`config.mk`:
```
export PLATFORM = sky130hd
export DESIGN_NAME = ram_arbiter
export DESIGN_NICKNAME = d
export VERILOG_FILES = /design/src/rtl/ram_arbiter_pkg.sv /design/src/rtl/ram_arbiter_sel.sv /design/src/rtl/ram_arbiter.sv
export SDC_FILE = /design/constraint.sdc
export NUM_CORES = 1
export LEC_CHECK = 0
export CAP_MARGIN = 10
export CORE_MARGIN = 10
export CORE_UTILIZATION = 30
export CTS_CLUSTER_SIZE = 10
export DETAILED_ROUTE_END_ITERATION = 16
export PLACE_DENSITY_LB_ADDON = 0.12
export SLEW_MARGIN = 20
export SYNTH_ARGS = -nofsm -noshare
export SYNTH_HDL_FRONTEND = slang
export SYNTH_SLANG_ARGS = --single-unit
```
`constraint.sdc`:
```
create_clock -name CLK -period 2.1 [get_ports CLK]
set_clock_uncertainty 0.2 [all_clocks]
set_input_delay 0.21 -clock CLK [delete_from_list [all_inputs] [get_ports CLK]]
set_output_delay 0.21 -clock CLK [all_outputs]
set_load 0.005 [all_outputs]
```
`src/rtl/ram_arbiter_pkg.sv`:
```
// Shared types and constants for the two-port single-port-RAM arbiter.
package ram_arbiter_pkg;

    typedef enum logic [1:0] {
        IDLE   = 2'd0,
        ACCESS = 2'd1,
        RESP   = 2'd2
    } state_t;

    localparam logic PORT0 = 1'b0;
    localparam logic PORT1 = 1'b1;

    typedef enum logic {
        OP_RD = 1'b0,
        OP_WR = 1'b1
    } op_t;

endpackage

```
`src/rtl/ram_arbiter_sel.sv`:
```
// Combinational winner select between the two request ports.
// RAM_ARBITER_RR_EN selects round-robin on contention; otherwise port 0 has fixed priority.
module ram_arbiter_sel
    import ram_arbiter_pkg::*;
(
    input  logic [1:0] valids,
`ifdef RAM_ARBITER_RR_EN
    input  logic       last_grant,
`endif
    output logic [1:0] grant,
    output logic       grant_idx
);

    always_comb begin
        grant_idx = PORT0;
`ifdef RAM_ARBITER_RR_EN
        // On contention the port that did not win last time goes first.
        if (valids == 2'b11) begin
            grant_idx = ~last_grant;
        end else if (valids[1]) begin
            grant_idx = PORT1;
        end
`else
        if (!valids[0] && valids[1]) begin
            grant_idx = PORT1;
        end
`endif
        grant[0] = valids[0] && (grant_idx == PORT0);
        grant[1] = valids[1] && (grant_idx == PORT1);
    end

endmodule

```
`src/rtl/ram_arbiter.sv`:
```
// Shares one single-port RAM between two requesters; one transaction in flight, 3 cycles each.
// Define RAM_ARBITER_RR_EN for round-robin contention; default build is fixed priority to port 0.
module ram_arbiter
    import ram_arbiter_pkg::*;
#(
    parameter  int TAM_POSICIONES = 1024,
    parameter  int TAM_PALABRA    = 32,
    localparam int ADDR_W         = $clog2(TAM_POSICIONES)
) (
    input  logic                   CLK,
    input  logic                   RST,
    // Handshake: a request transfers on a rising edge where VALID and READY are both high;
    // VALID and its payload must stay stable until then. Responses have no backpressure.
    input  logic                   REQ0_VALID,
    input  logic                   REQ0_WR,
    input  logic [ADDR_W-1:0]      REQ0_ADDR,
    input  logic [TAM_PALABRA-1:0] REQ0_WDATA,
    output logic                   REQ0_READY,
    output logic                   RSP0_VALID,
    output logic [TAM_PALABRA-1:0] RSP0_RDATA,
    input  logic                   REQ1_VALID,
    input  logic                   REQ1_WR,
    input  logic [ADDR_W-1:0]      REQ1_ADDR,
    input  logic [TAM_PALABRA-1:0] REQ1_WDATA,
    output logic                   REQ1_READY,
    output logic                   RSP1_VALID,
    output logic [TAM_PALABRA-1:0] RSP1_RDATA,
    output logic                   RAM_CS,
    output logic                   RAM_WR,
    output logic                   RAM_OE,
    output logic [ADDR_W-1:0]      RAM_ADDR,
    output logic [TAM_PALABRA-1:0] RAM_DIN,
    input  logic [TAM_PALABRA-1:0] RAM_DOUT,
    output state_t                 DBG_STATE
);

    state_t                 state_q, state_d;
    logic                   owner_q, owner_d;
    op_t                    op_q, op_d;
    logic [ADDR_W-1:0]      addr_q, addr_d;
    logic [TAM_PALABRA-1:0] wdata_q, wdata_d;
    logic [TAM_PALABRA-1:0] rdata_q, rdata_d;
    logic                   last_grant_q, last_grant_d;

    logic [1:0]             valids;
    logic [1:0]             grant;
    logic                   grant_idx;
    logic                   accept;
    logic                   ram_cs, ram_wr, ram_oe;
    logic [ADDR_W-1:0]      ram_addr;
    logic [TAM_PALABRA-1:0] ram_din;

    assign valids = {REQ1_VALID, REQ0_VALID};

    ram_arbiter_sel u_sel (
        .valids     (valids),
`ifdef RAM_ARBITER_RR_EN
        .last_grant (last_grant_q),
`endif
        .grant      (grant),
        .grant_idx  (grant_idx)
    );

    always_comb begin
        state_d      = state_q;
        owner_d      = owner_q;
        op_d         = op_q;
        addr_d       = addr_q;
        wdata_d      = wdata_q;
        rdata_d      = rdata_q;
        last_grant_d = last_grant_q;
        accept       = 1'b0;
        ram_cs       = 1'b0;
        ram_wr       = 1'b0;
        ram_oe       = 1'b0;
        ram_addr     = '0;
        ram_din      = '0;
        case (state_q)
            IDLE: begin
                if (|valids) begin
                    accept       = 1'b1;
                    owner_d      = grant_idx;
                    op_d         = op_t'(grant_idx ? REQ1_WR : REQ0_WR);
                    addr_d       = grant_idx ? REQ1_ADDR : REQ0_ADDR;
                    wdata_d      = grant_idx ? REQ1_WDATA : REQ0_WDATA;
                    last_grant_d = grant_idx;
                    state_d      = ACCESS;
                end
            end
            ACCESS: begin
                ram_cs   = 1'b1;
                ram_addr = addr_q;
                if (op_q == OP_WR) begin
                    ram_wr  = 1'b1;
                    ram_din = wdata_q;
                end else begin
                    ram_oe  = 1'b1;
                    rdata_d = RAM_DOUT;
                end
                state_d = RESP;
            end
            RESP: begin
                state_d = IDLE;
            end
            default: begin
                state_d = IDLE;
            end
        endcase
    end

    always_ff @(posedge CLK) begin
        if (RST) begin
            state_q      <= IDLE;
            owner_q      <= PORT0;
            op_q         <= OP_RD;
            addr_q       <= '0;
            wdata_q      <= '0;
            rdata_q      <= '0;
            last_grant_q <= PORT1;
        end else begin
            state_q      <= state_d;
            owner_q      <= owner_d;
            op_q         <= op_d;
            addr_q       <= addr_d;
            wdata_q      <= wdata_d;
            rdata_q      <= rdata_d;
            last_grant_q <= last_grant_d;
        end
    end

    // Strobes are masked by RST so an access cut short by reset never touches the RAM.
    assign RAM_CS     = ram_cs & ~RST;
    assign RAM_WR     = ram_wr & ~RST;
    assign RAM_OE     = ram_oe & ~RST;
    assign RAM_ADDR   = ram_addr;
    assign RAM_DIN    = ram_din;

    assign REQ0_READY = accept & grant[0] & ~RST;
    assign REQ1_READY = accept & grant[1] & ~RST;

    assign RSP0_VALID = (state_q == RESP) && (owner_q == PORT0);
    assign RSP1_VALID = (state_q == RESP) && (owner_q == PORT1);
    assign RSP0_RDATA = (RSP0_VALID && op_q == OP_RD) ? rdata_q : '0;
    assign RSP1_RDATA = (RSP1_VALID && op_q == OP_RD) ? rdata_q : '0;

    assign DBG_STATE  = state_q;

endmodule

```
==> metrics.txt, run 1 <==
Cell Rows=40; Mean Syn Cell Area=8.86 um^2; EDFF count, synth=0; first-pass iteration count of the detailed router=4; first-pass GRT wire length=22700 um; I/O pin count=237; Req. time, crit path=1.69 ns; DP HPWL=11400 um; # fillers=1205; Lkg Pwr=3.19 nW; Worst slew margin=54.5%; Post-synth ARST share=0%; Residual DRC=0; Die X-Extent=132 um; Port Buffers=236; final WL=15300 um; die area=0.0175 mm^2; Max Cap Viol=0; Critical Path AT=1.86 ns; top-area cell type share of the netlist area=41.3%; register area share after synthesis=41.3%; H-tree levels=3; Synth Register Bits=78; clk buf depth=2; core area=0.0122 mm^2; WL/cell=18.1 um; grt ovf=0; most frequent cell after synthesis=dfxtp_1; final number of setup-violating endpoints=17; Slew @ Worst Pin=0.683 ns; largest net degree at the start of global routing=44; worst hold path type=in2reg; Netlist cell types=24; net count after synthesis=549; yosys warns=0; GRT Util Overall=15.9%; failing checks=negative setup slack; top post-synthesis cells by area=dfxtp_1, and2_1, mux2i_1; CP max FO=7; vias per cell=4.64; synthesis-to-layout area growth=74.6%; share of layout cells above drive strength 1=27.4%; unrepaired setup endpoints after global routing=true; Mapped Area=0.00378 mm^2; leading area contributor after synthesis=dfxtp_1; ANT cells=0; Final Critical Period=2.27 ns; setup TNS=-1.44 ns; VDD IR max=0.000292 V; Die Ht=132 um; clk_lat worst skew=0.32 ns; CTS tree=built; antenna violations before repair=0; most frequent cells after synthesis=dfxtp_1, and2_1, nand2_1; Hold-fix buffers, CTS=0; prevailing post-synth register cell=dfxtp_1; status=complete, but fails checks; final hold violation count=0; fmax=0.441 GHz; Final period util=108%; Final WS setup=-0.170 ns; Tot Pwr=0.00384 W; Root Buffer=clkbuf_16; Via Count=3926; number of nets in the layout=797; Power Density=582 mW/mm^2; clk slew on worst S/H paths=0.06 ns; Syn Inst Count=427; fin. max-slew vios=0; CTS buffer count=9; Routed Antenna Nets=0; vias in the first global route=3985; Final Wtd Congestion=0.751; Starting DRT DRC Count=191; Sink Count=78; CP endpoint kind=output port; kind of critical path=reg2out; Startpoint Class=flop; Initial Util=31.1%
## state kept, by name, summed over array words and instances, names as in the netlist
signal     flops
op_q           1
DBG_STATE      2
addr_q        10
rdata_q       32
owner_q        1
wdata_q       32
## final timing paths
path	start	to	slack, ns	depth (start not counted)
max	DBG_STATE[0]	RSP1_RDATA[20]	-0.17	9
min	RAM_DOUT[26]	rdata_q[26]	0.23	3
max reg2reg	op_q	rdata_q[28]	0.20	4
min reg2reg	addr_q[3]	addr_q[3]	0.25	1
## metrics by stage
stage / cell area [um^2] / util, % / cells / hold slack (ns) / setup WS [ns]
floorplan: 3780 / - / 427 / 0.143 / 0.395
global placement: 6420 / 52.8 / 818 / 0.236 / -0.361
detailed placement: 6420 / 52.8 / 818 / 0.239 / -0.381
CTS: 6740 / 55.4 / 844 / 0.224 / -0.195
global route: 6600 / 54.3 / 847 / 0.234 / -0.228
finish: 6600 / 54.3 / 847 / 0.232 / -0.170
## layout make-up
| class | count | area (um^2) | share of cell area (%) |
|---|---|---|---|
| flip-flops and latches | 78 | 1560 | 23.7 |
| clock buffers | 14 | 264 | 4.00 |
| inverters | 2 | 7.51 | 0.114 |
| clock inverters | 1 | 5.00 | 0.0758 |
| repair buffers | 277 | 2460 | 37.3 |
| well taps | 168 | 210 | 3.18 |
| multi-input cells | 307 | 2080 | 31.6 |
## power by group
| part | internal (W) | total, W | switching [W] | leakage, nW |
|---|---|---|---|---|
| Combinational | 0.000432 | 0.000750 | 0.000319 | 2.42 |
| Clock | 0.000858 | 0.00142 | 0.000560 | 0.133 |
| Sequential | 0.00160 | 0.00167 | 0.0000706 | 0.641 |
## cells in the final DEF, fill, tap and decap left out, types with 4 or more instances in the layout
cell,count
buf_6,27
clkdlybuf4s50_1,124
dlygate4sd2_1,11
nand2_1,64
clkbuf_2,40
and3_1,33
mux2i_1,43
clkbuf_16,12
buf_2,37
and2_4,21
o2bb2ai_1,43
buf_4,27
buf_12,4
a21oi_1,32
and2_1,54
dfxtp_1,76
## kinds of logic (layout without fill, tap and decap cells)
group	Yosys count	after routing	synth area share, %
and+or+nand+nor	187	187	27.0
AOI/OAI and AO/OA	77	77	14.7
buffers and inverters	42	294	5.66
muxes	43	43	11.4
DFF	78	78	41.3
## repair_timing
action,CTS,global route
pin swaps,17,0
resized for setup,268,158
gates cloned,3,3
buffers inserted,8,4
hold endpoints to repair,0,0
setup endpoints to repair,109,67
## metal layers
| layer | routed length (um) | vias to the layer above | global-route usage, % |
|---|---|---|---|
| met2 | 7380 | 158 | 26.9 |
| met3 | 1260 | 12 | 6.59 |
| met5 | 0 | - | 0 |
| met4 | 161 | 0 | 4.52 |
| li1 | - | 1962 | - |
| met1 | 6540 | 1794 | 17.8 |
## critical path, cell delays in order (launching register included)
cell and delay (ns):
dfxtp_2 0.35, buf_6 0.10, and3b_1 0.17, and2b_2 0.20, buf_6 0.12, buf_6 0.13
buf_16 0.13, buf_6 0.11, and2_4 0.12, buf_6 0.11
No activity file was read; power rests on OpenSTA's default activity.
==> run 2: changes to the inputs <==
--- a/config.mk
+++ b/config.mk
@@ -5,7 +5,6 @@
 export SDC_FILE = /design/constraint.sdc
 export NUM_CORES = 1
 export LEC_CHECK = 0
-export CAP_MARGIN = 10
 export CORE_MARGIN = 10
 export CORE_UTILIZATION = 30
 export CTS_CLUSTER_SIZE = 10
==> results of run 2 <==
Final layout, timing and power as in run 1 (identical DEF).
==> run 3: changes to the inputs <==
--- a/config.mk
+++ b/config.mk
@@ -9,7 +9,8 @@
 export CORE_UTILIZATION = 30
 export CTS_CLUSTER_SIZE = 10
 export DETAILED_ROUTE_END_ITERATION = 16
-export PLACE_DENSITY_LB_ADDON = 0.12
+export PLACE_DENSITY = 0.68
+export SKIP_CTS_REPAIR_TIMING = 1
 export SLEW_MARGIN = 20
 export SYNTH_ARGS = -nofsm -noshare
 export SYNTH_HDL_FRONTEND = slang
==> metrics.txt, run 3 (synthesis results as in run 1) <==
Cell Int Power=0.00334 W (was 0.00289 W); cell mode on critical path=buf_6 (unchanged); CP max stage delay=0.32 ns (was 0.35 ns); post-layout util=59.2% (was 54.3%); Final period util=107% (was 108%); Port Buffers=236 (unchanged); Lkg Pwr=4.07 nW (was 3.19 nW); Combinational Power Share=18.0% (was 19.5%); fmax=0.443 GHz (was 0.441 GHz); CTS buffer count=9 (unchanged); Root Buffer=clkbuf_16 (unchanged); Req. time, crit path=1.69 ns (about the same); clk slew on worst S/H paths=0.06 ns (about the same); first-pass iteration count of the detailed router=4 (unchanged); H-tree levels=3 (unchanged); P_sw=0.000974 W (was 0.000949 W); clock group share of total power=43.0% (was 36.9%); Slew @ Worst Pin=0.675 ns (was 0.683 ns); largest net degree at the start of global routing=44 (unchanged); GRT Util Overall=15.5% (was 15.9%); Power Density=599 mW/mm^2 (was 582 mW/mm^2); share of layout cells above drive strength 1=24.6% (was 27.4%); Initial Util=31.1% (unchanged); cells along the critical path=buf_6 > nor3b_4 > and2b_4 > buf_6 > buf_6 > clkbuf_16 > buf_6 > and2_4 > buf_6 (was buf_6 > and3b_1 > and2b_2 > buf_6 > buf_6 > buf_16 > buf_6 > and2_4 > buf_6); vias per cell=4.68 (was 4.64); clk buf depth=2 (unchanged); final WL=15800 um (was 15300 um); first-pass GRT wire length=22300 um (was 22700 um); DP HPWL=11600 um (was 11400 um); Final Critical Period=2.26 ns (was 2.27 ns); sw frac=22.6% (was 24.7%); CP max FO=8 (was 7); dpl ws=-0.358 ns (was -0.381 ns); status=complete, but fails checks (unchanged); worst hold path type=in2reg (unchanged); clk_lat worst skew=0.32 ns (about the same); WL/cell=18.3 um (was 18.1 um); ANT cells=0 (unchanged); slowest stage cell, crit path=dfxtp_2 (unchanged); Sink Count=78 (unchanged); Via Count=4029 (was 3926); CP endpoint kind=output port (unchanged); Tot Pwr=0.00431 W (was 0.00384 W); grt ovf=0 (unchanged); vias in the first global route=4100 (was 3985); number of nets in the layout=810 (was 797); Residual DRC=0 (unchanged); Worst slew margin=55.0% (was 54.5%); failing checks=negative setup slack (unchanged); I/O pin count=237 (unchanged); Startpoint Class=flop (unchanged); Critical Path AT=1.85 ns (was 1.86 ns); Die Ht=132 um (unchanged); final hold violation count=0 (unchanged); setup TNS=-1.30 ns (was -1.44 ns); fin. max-slew vios=0 (unchanged); CTS tree=built (unchanged); most frequent cells in the layout=clkdlybuf4s50_1, dfxtp_1, nand2_1 (unchanged); Routed Antenna Nets=0 (unchanged); commonest non-fill, non-tap cell in the layout=clkdlybuf4s50_1 (unchanged); Die X-Extent=132 um (unchanged); final number of setup-violating endpoints=17 (unchanged); register share of total power=39.0% (was 43.6%); die area=0.0175 mm^2 (unchanged); core area=0.0122 mm^2 (unchanged); worst path bufs/invs=6 (unchanged); dpl cells=818 (unchanged); Final Wtd Congestion=0.831 (was 0.751); R2R setup slack=0.19 ns (was 0.20 ns); Largest regs=rdata_q (32), wdata_q (32), addr_q (10) (unchanged); Max Cap Viol=0 (unchanged); unrepaired setup endpoints after global routing=true (unchanged); antenna violations before repair=0 (unchanged); Final WS setup=-0.155 ns (was -0.170 ns); non-filler cells, final=860 (was 847); Cell Rows=40 (unchanged); kind of critical path=reg2out (unchanged); synthesis-to-layout area growth=90.4% (was 74.6%); Starting DRT DRC Count=130 (was 191); delay-heaviest family, CP=buffers and inverters (unchanged); VDD IR max=0.000400 V (was 0.000292 V)
[run 3: worst paths after layout]
kind,start,end,cells after the start
min,RAM_DOUT[26],rdata_q[26],3
min reg2reg,wdata_q[23],wdata_q[23],1
max,DBG_STATE[0],RSP0_RDATA[17],9
max reg2reg,op_q,rdata_q[10],4
[run 3: power groups by stage]
stage | Clock [W] | Sequential, W | Combinational [W]
floorplan | 0 | 0.00168 | 0.000321
detailed placement | 0 | 0.00170 | 0.000720
finish | 0.00185 | 0.00168 | 0.000778
global route | 0.00196 | 0.00169 | 0.000842
CTS | 0.00190 | 0.00167 | 0.000721
global placement | 0 | 0.00170 | 0.000702
[run 3: cell type report]
type                    count  area [um^2]
fillers                  1078         4960
repair buffers            290         2950
multi-input cells         307         2110
flip-flops and latches     78         1560
clock buffers              11          233
well taps                 168          210
clock inverters             4          120
inverters                   2         7.51
[run 3: worst min-delay path, stage by stage]
cell	delay (ns)
clkdlybuf4s50_1	0.39
nand2_1	0.05
a21oi_1	0.05
[run 3: routing by layer]
metal	GRT usage (%)	vias up	wire, um
met5	0	-	0
met4	3.12	0	104
met3	6.02	8	1170
met2	28.2	161	8120
met1	16.6	1870	6370
li1	-	1990	-
[run 3: stage by stage]
stage / area, um^2 / hold WS [ns]
2_1_floorplan: 3780 / 0.143
5_1_grt: 7200 / 0.234
6_report: 7200 / 0.234
4_1_cts: 6750 / 0.223
3_3_place_gp: 6400 / 0.237
3_5_place_dp: 6400 / 0.240
